### src/rtl/ctrl_seq_pkg.sv
// Shared opcode map and FSM state encoding for the multi-cycle sequencer.
package ctrl_seq_pkg;

  // Opcodes with bit 3 clear are ALU operations; their low bits select the ALU op.
  localparam int OPCODE_LDB = 8;
  localparam int OPCODE_STB = 9;
  localparam int OPCODE_LNL = 10;
  localparam int OPCODE_LNH = 11;

  // Opcode bit that separates ALU operations (0) from everything else (1).
  localparam int OPCODE_ARITHMETIC_BIT = 3;

  typedef enum logic [2:0] {
    ST_IDLE   = 3'd0,
    ST_DECODE = 3'd1,
    ST_MEM    = 3'd2,
    ST_ALU    = 3'd3,
    ST_EXEC   = 3'd4
  } state_e;

endpackage

### src/rtl/ctrl_timeout.sv
// Loadable down-counter with zero and about-to-expire flags; saturates at zero.
module ctrl_timeout #(
  parameter int W = 4
) (
  input  logic         clk,
  input  logic         rst_n,
  input  logic         load,
  input  logic [W-1:0] load_val,
  input  logic         dec,
  output logic         zero,
  output logic         last
);

  logic [W-1:0] count;

  // Load has priority over decrement; the count never wraps below zero.
  always_ff @(posedge clk or negedge rst_n) begin
    if (!rst_n) begin
      count <= '0;
    end else if (load) begin
      count <= load_val;
    end else if (dec && (count != '0)) begin
      count <= count - 1'b1;
    end
  end

  assign zero = (count == '0);
  // The decrement taken this cycle is the one that reaches zero.
  assign last = (count == W'(1));

endmodule

### src/rtl/ctrl_seq.sv
// Multi-cycle instruction sequencer: accepts one instruction, decodes it and
// drives memory, ALU or nibble-register handshakes, then pulses retire or err.
//
// state  | meaning
// IDLE   | ready for a new instruction; latch it when instr_valid is high
// DECODE | one cycle; pick MEM / ALU / EXEC, alu_start high here for ALU ops
// MEM    | mem_req held until mem_ack or the timeout expires
// ALU    | wait for alu_done, no timeout
// EXEC   | one cycle; nibble strobes, undefined opcodes retire as no-ops
module ctrl_seq
  import ctrl_seq_pkg::*;
#(
  parameter int OPCODE_W    = 4,
  parameter int OPERAND_W   = 4,
  parameter int ALU_OP_W    = 3,
  parameter int ARITH_BIT   = OPCODE_ARITHMETIC_BIT,
  parameter int MEM_TIMEOUT = 15
) (
  input  logic                   clk,
  input  logic                   rst_n,
  input  logic [OPCODE_W+OPERAND_W-1:0] instr,
  input  logic                   instr_valid,
  output logic                   instr_ready,
  output logic                   mem_req,
  output logic                   mem_we,
  input  logic                   mem_ack,
  output logic [OPERAND_W-1:0]   addr_offset,
  output logic [ALU_OP_W-1:0]    alu_op,
  output logic [OPERAND_W-1:0]   alu_shamt,
  output logic                   alu_start,
  input  logic                   alu_done,
  output logic                   nibble_read,
  output logic                   nibble_hl,
  output logic [OPERAND_W-1:0]   nibble_out,
  output logic [OPERAND_W-1:0]   reg_sel,
  output logic [OPERAND_W/2-1:0] reg16_src,
  output logic [OPERAND_W/2-1:0] reg16_dst,
  output logic                   busy,
  output logic                   retire,
  output logic                   err
);

  localparam int INSTR_W = OPCODE_W + OPERAND_W;
  localparam int TMO_W   = $clog2(MEM_TIMEOUT + 1);

  state_e               state;
  logic [INSTR_W-1:0]   instr_q;
  logic [OPCODE_W-1:0]  opcode_q;
  logic [OPCODE_W-1:0]  opcode_in;
  logic [OPERAND_W-1:0] operand_q;
  logic                 tmo_load;
  logic                 tmo_dec;
  logic                 tmo_zero;
  logic                 tmo_last;

  function automatic logic is_mem_op(input logic [OPCODE_W-1:0] op);
    return (op == OPCODE_W'(OPCODE_LDB)) || (op == OPCODE_W'(OPCODE_STB));
  endfunction

  assign opcode_q  = instr_q[INSTR_W-1 -: OPCODE_W];
  assign operand_q = instr_q[OPERAND_W-1:0];
  assign opcode_in = instr[INSTR_W-1 -: OPCODE_W];

  // Field outputs follow the latched copy so they hold for the whole operation.
  assign addr_offset = operand_q;
  assign nibble_out  = operand_q;
  assign reg_sel     = operand_q;
  assign alu_shamt   = operand_q;
  assign reg16_src   = operand_q[OPERAND_W-1 -: OPERAND_W/2];
  assign reg16_dst   = operand_q[OPERAND_W/2-1:0];
  assign alu_op      = opcode_q[ALU_OP_W-1:0];

  // Counter is armed in DECODE and only counts MEM cycles without an ack.
  assign tmo_load = (state == ST_DECODE);
  assign tmo_dec  = (state == ST_MEM) && !mem_ack;

  ctrl_timeout #(
    .W(TMO_W)
  ) u_timeout (
    .clk     (clk),
    .rst_n   (rst_n),
    .load    (tmo_load),
    .load_val(TMO_W'(MEM_TIMEOUT)),
    .dec     (tmo_dec),
    .zero    (tmo_zero),
    .last    (tmo_last)
  );

  // Sequencer FSM; every control output is registered alongside the state.
  always_ff @(posedge clk or negedge rst_n) begin
    if (!rst_n) begin
      state       <= ST_IDLE;
      instr_q     <= '0;
      instr_ready <= 1'b1;
      mem_req     <= 1'b0;
      mem_we      <= 1'b0;
      alu_start   <= 1'b0;
      nibble_read <= 1'b0;
      nibble_hl   <= 1'b0;
      busy        <= 1'b0;
      retire      <= 1'b0;
      err         <= 1'b0;
    end else begin
      retire      <= 1'b0;
      err         <= 1'b0;
      alu_start   <= 1'b0;
      nibble_read <= 1'b0;
      nibble_hl   <= 1'b0;
      case (state)
        ST_IDLE: begin
          if (instr_valid) begin
            instr_q     <= instr;
            state       <= ST_DECODE;
            instr_ready <= 1'b0;
            busy        <= 1'b1;
            // Decoded from the word being latched so the pulse lands in DECODE.
            alu_start   <= !is_mem_op(opcode_in) && !opcode_in[ARITH_BIT];
          end
        end
        ST_DECODE: begin
          if (is_mem_op(opcode_q)) begin
            state   <= ST_MEM;
            mem_req <= 1'b1;
            mem_we  <= (opcode_q == OPCODE_W'(OPCODE_STB));
          end else if (!opcode_q[ARITH_BIT]) begin
            state <= ST_ALU;
          end else begin
            state       <= ST_EXEC;
            nibble_read <= (opcode_q == OPCODE_W'(OPCODE_LNL)) ||
                           (opcode_q == OPCODE_W'(OPCODE_LNH));
            nibble_hl   <= (opcode_q == OPCODE_W'(OPCODE_LNH));
          end
        end
        ST_MEM: begin
          // An ack arriving on the final counted cycle still wins over the timeout.
          if (mem_ack || tmo_last || tmo_zero) begin
            retire      <= mem_ack;
            err         <= !mem_ack;
            state       <= ST_IDLE;
            mem_req     <= 1'b0;
            mem_we      <= 1'b0;
            busy        <= 1'b0;
            instr_ready <= 1'b1;
          end
        end
        ST_ALU: begin
          if (alu_done) begin
            retire      <= 1'b1;
            state       <= ST_IDLE;
            busy        <= 1'b0;
            instr_ready <= 1'b1;
          end
        end
        ST_EXEC: begin
          retire      <= 1'b1;
          state       <= ST_IDLE;
          busy        <= 1'b0;
          instr_ready <= 1'b1;
        end
        default: begin
          state       <= ST_IDLE;
          mem_req     <= 1'b0;
          mem_we      <= 1'b0;
          busy        <= 1'b0;
          instr_ready <= 1'b1;
        end
      endcase
    end
  end

endmodule

### config.mk
export PLATFORM = sky130hd
export DESIGN_NAME = ctrl_seq
export DESIGN_NICKNAME = d
export VERILOG_FILES = /design/src/rtl/ctrl_seq_pkg.sv /design/src/rtl/ctrl_timeout.sv /design/src/rtl/ctrl_seq.sv
export SDC_FILE = /design/constraint.sdc
export NUM_CORES = 1
export LEC_CHECK = 0
export BUFFER_PORTS_ARGS = -buffer_cell sky130_fd_sc_hd__buf_2
export CAP_MARGIN = 20
export CORE_AREA = 4 4 60 51
export DETAILED_ROUTE_END_ITERATION = 6
export DIE_AREA = 0 0 64 55
export PLACE_DENSITY = 0.91
export SLEW_MARGIN = 20
export SYNTH_ARGS = -nofsm -noshare
export SYNTH_HDL_FRONTEND = slang
export SYNTH_SLANG_ARGS = --single-unit
### constraint.sdc
create_clock -name clk -period 3.9 [get_ports clk]
set_clock_uncertainty 0.15 [all_clocks]
set_input_delay 0.78 -clock clk [delete_from_list [all_inputs] [get_ports clk]]
set_output_delay 0.78 -clock clk [all_outputs]
set_load 0.05 [all_outputs]
### Word level (Yosys, flattened, before mapping)

Index checks and enable logic that the tools add are counted.

| storage, ports and cells | value |
|---|---|
| latch bits | 0 |
| logic and storage cells | 83 |
| output and inout bits | 32 |
| flip-flop bits (word level) | 24 |
| bits in read-only memories | 0 |
| bits in writable memories | 0 |
| bits of input ports | 13 |
| memories kept | 0 |

| cells by class | value |
|---|---|
| divide/modulo/power cells | 0 |
| add/subtract/negate cells | 1 |
| multipliers | 0 |
| eq/ne operators | 15 |
| shift operators | 0 |
| reduce and logical (&&, ||, !) cells | 20 |
| order comparisons | 0 |
| multiplexer cells | 33 |
| bitwise logic cells | 2 |

Operators with widths:

| cell | count |
|---|---|
| $eq A4 B4 Y1 const B | 6 |
| $mux W1 | 20 |
| $mux W3 | 5 |
| $pmux W3 S4 | 1 |
| $pmux W1 S3 | 3 |
| $mux W4 | 2 |
| $pmux W1 S4 | 2 |
| $eq A3 B2 Y1 const B | 2 |
| $reduce_and A3 Y1 | 2 |
| $logic_or A1 B1 Y1 | 5 |
| $eq A4 B1 Y1 const B | 1 |
| $logic_not A4 Y1 | 1 |
| $ne A2 B1 Y1 const B | 2 |
| $ne A2 B2 Y1 const B | 2 |
| $reduce_and A4 Y1 | 1 |
| $reduce_bool A4 Y1 | 1 |
| $sub A4 B1 Y4 const B | 1 |
| $eq A3 B1 Y1 const B | 1 |
| $eq A3 B3 Y1 const B | 1 |
| $logic_and A1 B1 Y1 | 3 |
| $logic_not A1 Y1 | 3 |
| $logic_not A3 Y1 | 1 |
| $reduce_or A3 Y1 | 1 |
| $not A1 Y1 | 2 |
| 2 further kinds | 2 |

### Longest topological paths before layout

Gate-level depths: netlist of the first run.

| depth | value |
|---|---|
| depth after elaboration | 6 |
| gate-level depth with buffers | 6 |

### Modules after synthesis

A second synthesis of the first run with hierarchy kept.

| unflattened totals | value |
|---|---|
| cell total of the unflattened synthesis | 127 |
| area, all modules | 1333.8 um^2 |

Modules (own cells, without submodules):

| module | instances | cells an instance | sequential area each (um^2) | area an instance (um^2) |
|---|---|---|---|---|
| ctrl_seq | 1 | 97 | 501.7 | 1067.3 |
| ctrl_timeout | 1 | 30 | 100.1 | 266.5 |

### Worst setup path after synthesis of the first run

OpenSTA, ideal clock, no wires.

| timing path | value |
|---|---|
| path kind | input to register |
| start point | input port mem_ack |
| end point | register u_timeout.count[3] |
| data arrival time | 2009 ps |
| cell stages on the path | 4 |
| buffers on the path | 0 |
| required time | 3686 ps |
| setup slack | 1677 ps |
| cells stage by stage | or4b_4 or4_4 o31ai_2 a21o_1 |

| on the way | value |
|---|---|
| longest elaborated chain between the ends | 4 |

RTL lines:

| item | line | RTL |
|---|---|---|
| from (decl) | ctrl_seq.sv:26 | `input logic mem_ack,` |
| $logic_not A1 Y1 | ctrl_seq.sv:75 | `assign tmo_dec = (state == ST_MEM) && !mem_ack;` |
| $logic_and A1 B1 Y1 | ctrl_seq.sv:75 |  |
| $logic_and A1 B1 Y1 | ctrl_timeout.sv:22 | `end else if (dec && (count != '0)) begin` |
| $reduce_bool A2 Y1 (no line) | -- |  |
| to (signal assigned) | ctrl_timeout.sv:21 | `count <= load_val;` |
| to (signal assigned) | ctrl_timeout.sv:23 | `count <= count - 1'b1;` |
| to (decl) | ctrl_timeout.sv:14 | `logic [W-1:0] count;` |

No other way between the ends.
A chain may end at the register's enable or synchronous reset.

### Final worst setup path of the first run

Ends and elaborated chain as after synthesis.

==> results of run 1 <==
==> cell type report <==
type	count	area, sq um
Sequential cell	24	602
Timing Repair Buffer	44	220
Fill cell	207	1070
Tap cell	36	45.0
Inverter	6	22.5
Clock buffer	4	36.3
Multi-Input combinational cell	57	423
==> through the flow <==
step	area (sq um)	hold WS, ps	worst slack [ps]	util
finish	1350	259	1830	0.557
floorplan	1240	334	1680	-
global route	1350	281	1770	0.557
detailed placement	1310	311	1520	0.542
CTS	1350	273	1830	0.557
global placement	1310	302	1550	0.542
==> kinds of logic (layout without fill, tap and decap cells) <==
kind of cell	after synthesis	in the layout	share of synthesized area
AO/OA/AOI/OAI	19	19	0.108
flip-flops	24	24	0.485
AND/OR/NAND/NOR	26	26	0.125
XOR/XNOR	1	1	0.00706
buffers and inverters	32	54	0.174
multiplexers	9	9	0.0806
adder cells (fa/ha/maj)	2	2	0.0202
==> final timing paths <==
path	slack, ps	cells after the start	startpoint	endpoint
max	1830	5	mem_ack	u_timeout.count[3]$_DFFE_PN0P_
max in group asynchronous	2980	1	rst_n	instr_ready$_DFFE_PN1P_
min	260	1	rst_n	alu_start$_DFF_PN0_
min reg2reg	330	2	instr_ready$_DFFE_PN1P_	instr_ready$_DFFE_PN1P_
min in group clk	330	2	instr_ready$_DFFE_PN1P_	instr_ready$_DFFE_PN1P_
max reg2reg	1840	4	state[0]$_DFFE_PN0P_	u_timeout.count[3]$_DFFE_PN0P_
==> metal layers <==
metal | global-route usage | share of wire
met1 | 0.150 | 0.37
met2 | 0.228 | 0.53
met3 | 0.0303 | 0.071
met4 | 0.118 | 0.029
met5 | 0 | 0
==> critical path, stage by stage <==
cell	delay [ps]
buf_2	110
or4b_4	550
or4_4	440
o31ai_2	190
a21o_1	110
==> cells in the final DEF (no fill, tap or decap), drive strengths merged <==
master and instances:
a31oi 1, mux2i 1, nor2b 1, dfrtp 23, nand2b 3, a311oi 1
nor2 6, or2 1, inv 6, o21ai 3, or4b 2, o31ai 2
a21oi 4, or2b 1, clkbuf 4, xnor2 1, a22o 1, mux2 8
a32oi 1, nor4 1, o311ai 1, nor3 2, and2 1, nor4b 1
ha 2, o211ai 1, nand2 6, dfstp 1, or4 1, buf 44
a21o 4
==> reports/qor.json, run 1 <==
{
  "synth_fp_nets": {"value": 128},
  "top_register": {"value": "instr_q"},
  "path_class": {"value": "input port to flip-flop"},
  "drtIter0Drc": {"value": 33},
  "yosysTopAreaCell": {"value": "dfrtp_1"},
  "timing_worst_slew_pin_value": {"value": 766, "unit": "ps"},
  "flow.area_growth_from_synthesis": {"value": 8.67, "unit": "%"},
  "first_global_vias": {"value": 815},
  "detail_route.drc_violations": {"value": 0},
  "critical_path.max_fanout": {"value": 6},
  "synth_sequential_area_ratio": {"value": 0.485},
  "vias": {"value": 862},
  "cts.clk_slew.worst_paths": {"value": 130, "unit": "ps"},
  "drtAntennaViolNets": {"value": 0},
  "final_layout_size_suffix_gt1_frac": {"value": 0.467},
  "setup_total_negative_slack": {"value": 0, "unit": "ps"},
  "place_hpwl": {"value": 1770, "unit": "um"},
  "top_cell_type_s_share_of_synthesized_area": {"value": 0.464},
  "maximum_number_of_pins_on_one_net_before_global_route_repair": {"value": 25},
  "clock_sink_count": {"value": 24},
  "synthesis.instances": {"value": 113},
  "port_buffers": {"value": 44},
  "floorplan.initialDensity": {"value": 0.512},
  "cap_violations": {"value": 0},
  "post_synth_main_area_contributors": {"value": "dfrtp_1 (46%), buf_4 (14%), mux2_2 (7.3%)"},
  "fp.dieArea": {"value": 3520, "unit": "sq um"},
  "timing.critical_path.arrival": {"value": 2180, "unit": "ps"},
  "postRouteWirelength": {"value": 2280, "unit": "um"},
  "hp-class": {"value": "input port to asynchronous set/reset pin"},
  "synth-edff-count": {"value": 0},
  "cts_buffer_depth": {"value": 2},
  "core_region_area": {"value": 2420, "unit": "sq um"},
  "fmax": {"value": 0.484, "unit": "GHz"},
  "syn_area_per_cell": {"value": 11.0, "unit": "sq um"},
  "grtUsageTotal": {"value": 0.135},
  "grt_antenna_before_repair": {"value": 0},
  "post_synth_cell_types": {"value": 35},
  "run_status": {"value": "finished, final reports clean"},
  "grt_overflow_total": {"value": 0},
  "n_antenna_cell": {"value": 0},
  "finalCritPeriodShare": {"value": 0.530},
  "cts-resized-gates": {"value": 0},
  "io_pins": {"value": 45},
  "drt_pre_antenna_iters": {"value": 4},
  "die_w": {"value": 64, "unit": "um"},
  "cts_inserted_buffers": {"value": 3},
  "finalNetCount": {"value": 151},
  "drv_slew": {"value": 0},
  "clk_latency": {"value": 320, "unit": "ps"},
  "final_cell_count_no_fill": {"value": 171},
  "async_reset_ff_frac": {"value": 1.00},
  "fin_crit": {"value": 2070, "unit": "ps"},
  "synth_area": {"value": 1240, "unit": "sq um"},
  "post_cts_buffers": {"value": 0},
  "ys_warn_count": {"value": 0},
  "wl_per_cell": {"value": 13.3, "unit": "um"},
  "grt_setup_unrepaired": {"value": "no"},
  "yosys-top-cells-count": {"value": "buf_4 (23), dfrtp_1 (23), mux2_2 (8)"},
  "gp_congestion": {"value": 0.784},
  "ctsHoldBuffers": {"value": 0},
  "placement_rows": {"value": 16},
  "relative_max_transition_margin": {"value": 0.487},
  "floorplan.die.height": {"value": 55, "unit": "um"},
  "global_route_wire_length_before_repair": {"value": 3510, "unit": "um"},
  "worst_setup_path_end_kind": {"value": "flip-flop"},
  "cp-start-kind": {"value": "input port"},
  "clk_root_buffer_cell": {"value": "clkbuf_4"},
  "hold_viol_final": {"value": 0},
  "setup_viol": {"value": 0},
  "placed_cells": {"value": 167},
  "tritoncts": {"value": "built"},
  "max_h_tree_level": {"value": 1},
  "largest_registers": {"value": "instr_q (8), u_timeout.count (4), state (3)"},
  "average_via_count_per_standard_cell": {"value": 5.04},
  "number_of_flip_flops_in_the_largest_register": {"value": 8},
  "synth_flop_cell": {"value": "dfrtp_1"},
  "ys_ff_latch": {"value": 24},
  "worst-endpoint-required": {"value": 4010, "unit": "ps"}
}
Power of run 1 is not shown: default switching activity piles up to over one toggle a cycle in this logic, so the estimate is an artifact.
==> inputs of run 2 (changes only) <==
- CORE_AREA: 4 4 60 51 -> 4 4 62 53
- DIE_AREA: 0 0 64 55 -> 0 0 66 57
- PLACE_DENSITY: 0.91 -> 0.86
- clock period: 3.9 -> 2.1 ns (I/O delays scaled with it)
==> run 2 against run 1 <==
  * Cell area up 1.9%
  * Worst setup slack worse by 1700 ps
  * Via count up 0.12%
  * Sequential cell count unchanged
  * Hold slack worse by 130 ps
  * Count of clock-buffer cells in the layout unchanged
  * Non-clock buffer count up 4
==> reports/qor.json, run 2 (synthesis gave the netlist of run 1 again) <==
{
  "io_pins": {"value": 45, "change": "unchanged"},
  "postRouteWirelength": {"value": 2350, "unit": "um", "change": "was 2280 um"},
  "drv_slew": {"value": 0, "change": "unchanged"},
  "cap_violations": {"value": 0, "change": "unchanged"},
  "relative_max_transition_margin": {"value": 0.653, "change": "was 0.487"},
  "core_region_area": {"value": 2660, "unit": "sq um", "change": "was 2420 sq um"},
  "ff2ff_setup_slack": {"value": 120, "unit": "ps", "change": "was 1840 ps"},
  "drt_pre_antenna_iters": {"value": 4, "change": "unchanged"},
  "average_via_count_per_standard_cell": {"value": 4.88, "change": "was 5.04"},
  "grt_overflow_total": {"value": 0, "change": "unchanged"},
  "tritoncts": {"value": "built", "change": "unchanged"},
  "top_register": {"value": "instr_q", "change": "unchanged"},
  "largest_registers": {"value": "instr_q (8), u_timeout.count (4), state (3)", "change": "unchanged"},
  "run_status": {"value": "finished, final reports clean", "change": "unchanged"},
  "worst-endpoint-required": {"value": 2210, "unit": "ps", "change": "was 4010 ps"},
  "placement_rows": {"value": 17, "change": "was 16"},
  "cts_buffer_depth": {"value": 2, "change": "unchanged"},
  "die_w": {"value": 66, "unit": "um", "change": "was 64 um"},
  "hold-worst-slack": {"value": 133, "unit": "ps", "change": "was 259 ps"},
  "global_route_wire_length_before_repair": {"value": 3760, "unit": "um", "change": "was 3510 um"},
  "floorplan.initialDensity": {"value": 0.467, "change": "was 0.512"},
  "number_of_flip_flops_in_the_largest_register": {"value": 8, "change": "unchanged"},
  "wl_per_cell": {"value": 13.3, "unit": "um", "change": "about the same"},
  "hp-class": {"value": "input port to flip-flop", "change": "was input port to asynchronous set/reset pin"},
  "grt_setup_unrepaired": {"value": "no", "change": "unchanged"},
  "critical_path.max_fanout": {"value": 8, "change": "was 6"},
  "fp.dieArea": {"value": 3760, "unit": "sq um", "change": "was 3520 sq um"},
  "placedInstanceArea": {"value": 1340, "unit": "sq um", "change": "was 1310 sq um"},
  "hold_viol_final": {"value": 0, "change": "unchanged"},
  "cp-start-kind": {"value": "flip-flop", "change": "was input port"},
  "flow.area_growth_from_synthesis": {"value": 10.7, "unit": "%", "change": "was 8.67%"},
  "cts.clk_slew.worst_paths": {"value": 120, "unit": "ps", "change": "was 130 ps"},
  "route.met2.wl": {"value": 1190, "unit": "um", "change": "was 1210 um"},
  "most_frequent_standard_cell_in_the_layout_excluding_fill_and_tap_cells": {"value": "buf_2", "change": "unchanged"},
  "final_layout_size_suffix_gt1_frac": {"value": 0.468, "change": "was 0.467"},
  "port_buffers": {"value": 44, "change": "unchanged"},
  "place_hpwl": {"value": 1790, "unit": "um", "change": "was 1770 um"},
  "top_layer_used": {"value": "met4", "change": "unchanged"},
  "finalCritPeriodShare": {"value": 0.942},
  "wl_met3": {"value": 150, "unit": "um", "change": "was 162 um"},
  "grt_antenna_before_repair": {"value": 0, "change": "unchanged"},
  "wirelength_met1": {"value": 958, "unit": "um", "change": "was 845 um"},
  "fmax": {"value": 0.505, "unit": "GHz"},
  "r2r_start": {"value": "state[1]$_DFFE_PN0P_", "change": "was state[0]$_DFFE_PN0P_"},
  "clk_latency": {"value": 310, "unit": "ps", "change": "was 320 ps"},
  "floorplan.die.height": {"value": 57, "unit": "um", "change": "was 55 um"},
  "critical_path.endpoint": {"value": "u_timeout.count[3]$_DFFE_PN0P_", "change": "unchanged"},
  "maximum_number_of_pins_on_one_net_before_global_route_repair": {"value": 25, "change": "unchanged"},
  "grtUsageTotal": {"value": 0.130, "change": "was 0.135"},
  "detail_route.drc_violations": {"value": 0, "change": "unchanged"},
  "cts_inserted_buffers": {"value": 3, "change": "unchanged"},
  "startpoint": {"value": "state[1]$_DFFE_PN0P_", "change": "was mem_ack"},
  "finalNetCount": {"value": 155, "change": "was 151"},
  "hold-path-cell-count": {"value": 2},
  "setup_viol": {"value": 0, "change": "unchanged"},
  "layout_common_cells": {"value": "buf_2 (44), dfrtp_1 (23), mux2_2 (8)", "change": "unchanged"},
  "gp_congestion": {"value": 0.824, "change": "was 0.784"},
  "critical_path.reg2reg.endpoint": {"value": "u_timeout.count[3]$_DFFE_PN0P_", "change": "unchanged"},
  "post_cts_buffers": {"value": 0, "change": "unchanged"},
  "timing_worst_slew_pin_value": {"value": 520, "unit": "ps", "change": "was 766 ps"},
  "clk_root_buffer_cell": {"value": "clkbuf_4", "change": "unchanged"},
  "drtAntennaViolNets": {"value": 0, "change": "unchanged"},
  "worst_setup_path_end_kind": {"value": "flip-flop", "change": "unchanged"},
  "fin_crit": {"value": 1980, "unit": "ps"},
  "setup_total_negative_slack": {"value": 0, "unit": "ps", "change": "unchanged"},
  "n_antenna_cell": {"value": 0, "change": "unchanged"},
  "path_class": {"value": "flip-flop to flip-flop", "change": "was input port to flip-flop"},
  "max_h_tree_level": {"value": 1, "change": "unchanged"},
  "drtIter0Drc": {"value": 61, "change": "was 33"},
  "finish.instance_area": {"value": 1370, "unit": "sq um", "change": "was 1350 sq um"},
  "first_global_vias": {"value": 885, "change": "was 815"},
  "clock_sink_count": {"value": 24, "change": "unchanged"},
  "vias": {"value": 863, "change": "was 862"},
  "r2r.worst_path.cells": {"value": 4, "change": "unchanged"},
  "timing.critical_path.arrival": {"value": 2090, "unit": "ps", "change": "was 2180 ps"}
}
[run 2: worst min path at each step]
stage,start,end,slack (ps)
5_1_grt,instr[7],alu_start$_DFF_PN0_,120
4_1_cts,instr[7],alu_start$_DFF_PN0_,130
3_3_place_gp,rst_n,u_timeout.count[2]$_DFFE_PN0P_,270
6_report,instr[7],alu_start$_DFF_PN0_,130
2_1_floorplan,rst_n,alu_start$_DFF_PN0_,-30
3_5_place_dp,rst_n,u_timeout.count[2]$_DFFE_PN0P_,270
[run 2: cell type report]
class | count | area, sq um
well taps | 38 | 47.5
multi-input cells | 57 | 423
repair buffers | 48 | 253
clock buffers | 4 | 26.3
fillers | 230 | 1280
inverters | 6 | 22.5
flip-flops and latches | 24 | 602
[run 2: layer usage]
layer / up-vias / global-route usage
li1: 418 / -
met2: 32 / 0.229
met4: 0 / 0.0841
met1: 407 / 0.143
met3: 6 / 0.0256
met5: - / 0
[run 2: metrics by stage]
stage / setup WS, ps / instances / util
finish: 122 / 177 / 0.517
global route: 94.2 / 177 / 0.517
CTS: 147 / 177 / 0.517
detailed placement: 80.8 / 172 / 0.503
global placement: 106 / 172 / 0.503
floorplan: 154 / 113 / -
[run 2: worst max-delay path, cell delays in order, from the launching register on]
cell and delay [ps]:
dfrtp_1 500, or4b_4 540, or4_4 450, o31ai_2 190, a21o_1 110
[run 2: what timing repair did]
item | CTS | global route
hold buffers | 1 | 0
hold endpoints to repair | 23 | 0
gates resized for setup | 0 | 0
Power of run 2 is left out for the same reason.
==> inputs of run 3 (changes only) <==
- RECOVER_POWER: unset -> 25
==> run 3 against run 2 <==
  * Die area did not move
  * Sequential cell count did not move
  * Worst setup slack barely moved
  * Critical path type unchanged
==> reports/qor.json, run 3 (synthesis gave the netlist of run 1 again) <==
{
  "grt_overflow_total": {"value": 0, "change": "unchanged"},
  "port_buffers": {"value": 44, "change": "unchanged"},
  "cp-start-kind": {"value": "flip-flop", "change": "unchanged"},
  "critical_path.max_fanout": {"value": 8, "change": "unchanged"},
  "worst_setup_path_end_kind": {"value": "flip-flop", "change": "unchanged"},
  "number_of_flip_flops_in_the_largest_register": {"value": 8, "change": "unchanged"},
  "gp_congestion": {"value": 0.824, "change": "unchanged"},
  "most_frequent_standard_cell_in_the_layout_excluding_fill_and_tap_cells": {"value": "buf_2", "change": "unchanged"},
  "timing.critical_path.cells": {"value": "or4b_4 -> or4_4 -> o31ai_2 -> a21o_1", "change": "unchanged"},
  "clk_latency": {"value": 310, "unit": "ps", "change": "about the same"},
  "first_global_vias": {"value": 885, "change": "unchanged"},
  "critPathMaxStageDelay": {"value": 540, "unit": "ps", "change": "about the same"},
  "timing.critical_path.max_delay_family": {"value": "simple AND/OR/NAND/NOR gates", "change": "unchanged"},
  "critPathSlowestCell": {"value": "or4b_4", "change": "unchanged"},
  "cts-resized-gates": {"value": 0, "change": "unchanged"},
  "cts_buffer_depth": {"value": 2, "change": "unchanged"},
  "ff2ff_setup_slack": {"value": 120, "unit": "ps", "change": "about the same"},
  "hp-class": {"value": "input port to flip-flop", "change": "unchanged"},
  "detail_route.drc_violations": {"value": 0, "change": "unchanged"},
  "cts_inserted_buffers": {"value": 3, "change": "unchanged"},
  "drtIter0Drc": {"value": 61, "change": "unchanged"},
  "drv_slew": {"value": 0, "change": "unchanged"},
  "largest_registers": {"value": "instr_q (8), u_timeout.count (4), state (3)", "change": "unchanged"},
  "drt_pre_antenna_iters": {"value": 4, "change": "unchanged"},
  "finalCritPeriodShare": {"value": 0.942, "change": "about the same"},
  "floorplan.die.height": {"value": 57, "unit": "um", "change": "unchanged"},
  "core_region_area": {"value": 2660, "unit": "sq um", "change": "unchanged"},
  "maximum_number_of_pins_on_one_net_before_global_route_repair": {"value": 25, "change": "unchanged"},
  "wl_per_cell": {"value": 13.2, "unit": "um", "change": "was 13.3 um"},
  "flow.area_growth_from_synthesis": {"value": 10.6, "unit": "%", "change": "was 10.7%"},
  "cap_violations": {"value": 0, "change": "unchanged"},
  "path_class": {"value": "flip-flop to flip-flop", "change": "unchanged"},
  "vias": {"value": 864, "change": "was 863"},
  "finalNetCount": {"value": 155, "change": "unchanged"},
  "hold-worst-slack": {"value": 133, "unit": "ps", "change": "unchanged"},
  "hold_viol_final": {"value": 0, "change": "unchanged"},
  "clk_root_buffer_cell": {"value": "clkbuf_4", "change": "unchanged"},
  "worst-path-buf-inv": {"value": 0, "change": "unchanged"},
  "io_pins": {"value": 45, "change": "unchanged"},
  "max_h_tree_level": {"value": 1, "change": "unchanged"},
  "top_register": {"value": "instr_q", "change": "unchanged"},
  "final_layout_size_suffix_gt1_frac": {"value": 0.460, "change": "was 0.468"},
  "layout_common_cells": {"value": "buf_2 (43), dfrtp_1 (23), mux2_2 (8)", "change": "was buf_2 (44), dfrtp_1 (23), mux2_2 (8)"},
  "grt_setup_unrepaired": {"value": "no", "change": "unchanged"},
  "floorplan.initialDensity": {"value": 0.467, "change": "unchanged"},
  "place_hpwl": {"value": 1790, "unit": "um", "change": "unchanged"},
  "fmax": {"value": 0.505, "unit": "GHz", "change": "about the same"},
  "setup_total_negative_slack": {"value": 0, "unit": "ps", "change": "unchanged"},
  "worst-endpoint-required": {"value": 2210, "unit": "ps", "change": "about the same"},
  "fin_crit": {"value": 1980, "unit": "ps", "change": "about the same"},
  "clock_sink_count": {"value": 24, "change": "unchanged"},
  "drtAntennaViolNets": {"value": 0, "change": "unchanged"},
  "run_status": {"value": "finished, final reports clean", "change": "unchanged"},
  "timing_worst_slew_pin_value": {"value": 1240, "unit": "ps", "change": "was 520 ps"},
  "average_via_count_per_standard_cell": {"value": 4.88, "change": "about the same"},
  "global_route_wire_length_before_repair": {"value": 3760, "unit": "um", "change": "unchanged"},
  "relative_max_transition_margin": {"value": 0.173, "change": "was 0.653"},
  "n_antenna_cell": {"value": 0, "change": "unchanged"},
  "post_cts_buffers": {"value": 0, "change": "unchanged"},
  "setup_viol": {"value": 0, "change": "unchanged"},
  "die_w": {"value": 66, "unit": "um", "change": "unchanged"},
  "placement_rows": {"value": 17, "change": "unchanged"},
  "tritoncts": {"value": "built", "change": "unchanged"},
  "grtUsageTotal": {"value": 0.130, "change": "unchanged"},
  "grt_antenna_before_repair": {"value": 0, "change": "unchanged"},
  "postRouteWirelength": {"value": 2340, "unit": "um", "change": "was 2350 um"},
  "cts.clk_slew.worst_paths": {"value": 120, "unit": "ps", "change": "about the same"},
  "fp.dieArea": {"value": 3760, "unit": "sq um", "change": "unchanged"},
  "timing.critical_path.arrival": {"value": 2090, "unit": "ps", "change": "about the same"}
}
-- run 3: cell types whose count changed in the layout (fill, tap and decap cells not counted), sizes merged --
cell    change
clkbuf      +1
buf         -1
-- run 3: what timing repair did --
action / 4_1_cts / 5_1_grt
endpoints found under the hold margin: 23 / 0
endpoints found under the setup margin: 0 / 0
hold buffers: 1 / 0
-- run 3: area by class of cell --
class | instances | area, sq um
clock buffers | 4 | 26.3
fillers | 231 | 1290
inverters | 6 | 22.5
multi-input cells | 57 | 423
flip-flops and latches | 24 | 602
well taps | 38 | 47.5
repair buffers | 48 | 251
-- run 3: routing by layer --
| layer | GRT usage | vias up | routed length, um |
|---|---|---|---|
| met5 | 0 | - | 0 |
| met4 | 0.0841 | 0 | 50 |
| met3 | 0.0256 | 6 | 150 |
| met2 | 0.229 | 32 | 1190 |
| met1 | 0.143 | 408 | 953 |
| li1 | - | 418 | - |
-- run 3: metrics by stage --
step	util	std cells	cell area, sq um	setup WS [ps]
2_1_floorplan	-	113	1240	154
3_3_place_gp	0.503	172	1340	106
3_5_place_dp	0.503	172	1340	80.8
4_1_cts	0.517	177	1370	147
5_1_grt	0.516	177	1370	94.2
6_report	0.516	177	1370	122
-- run 3: worst paths after layout --
| check | from | end | depth (start not counted) |
|---|---|---|---|
| worst max-delay path | state[1]$_DFFE_PN0P_ | u_timeout.count[3]$_DFFE_PN0P_ | 4 |
| worst min-delay path | instr[7] | alu_start$_DFF_PN0_ | 2 |
| worst max register to register | state[1]$_DFFE_PN0P_ | u_timeout.count[3]$_DFFE_PN0P_ | 4 |
| worst min register to register | busy$_DFFE_PN0P_ | busy$_DFFE_PN0P_ | 1 |
| max in group asynchronous | rst_n | instr_q[1]$_DFFE_PN0P_ | 2 |
| min in group asynchronous | rst_n | u_timeout.count[2]$_DFFE_PN0P_ | 2 |
-- run 3: worst register-to-register path, stage by stage (launching register included) --
cell	delay [ps]
dfrtp_1	500
or4b_4	540
or4_4	450
o31ai_2	190
a21o_1	110
Power of run 3 is left out for the same reason.
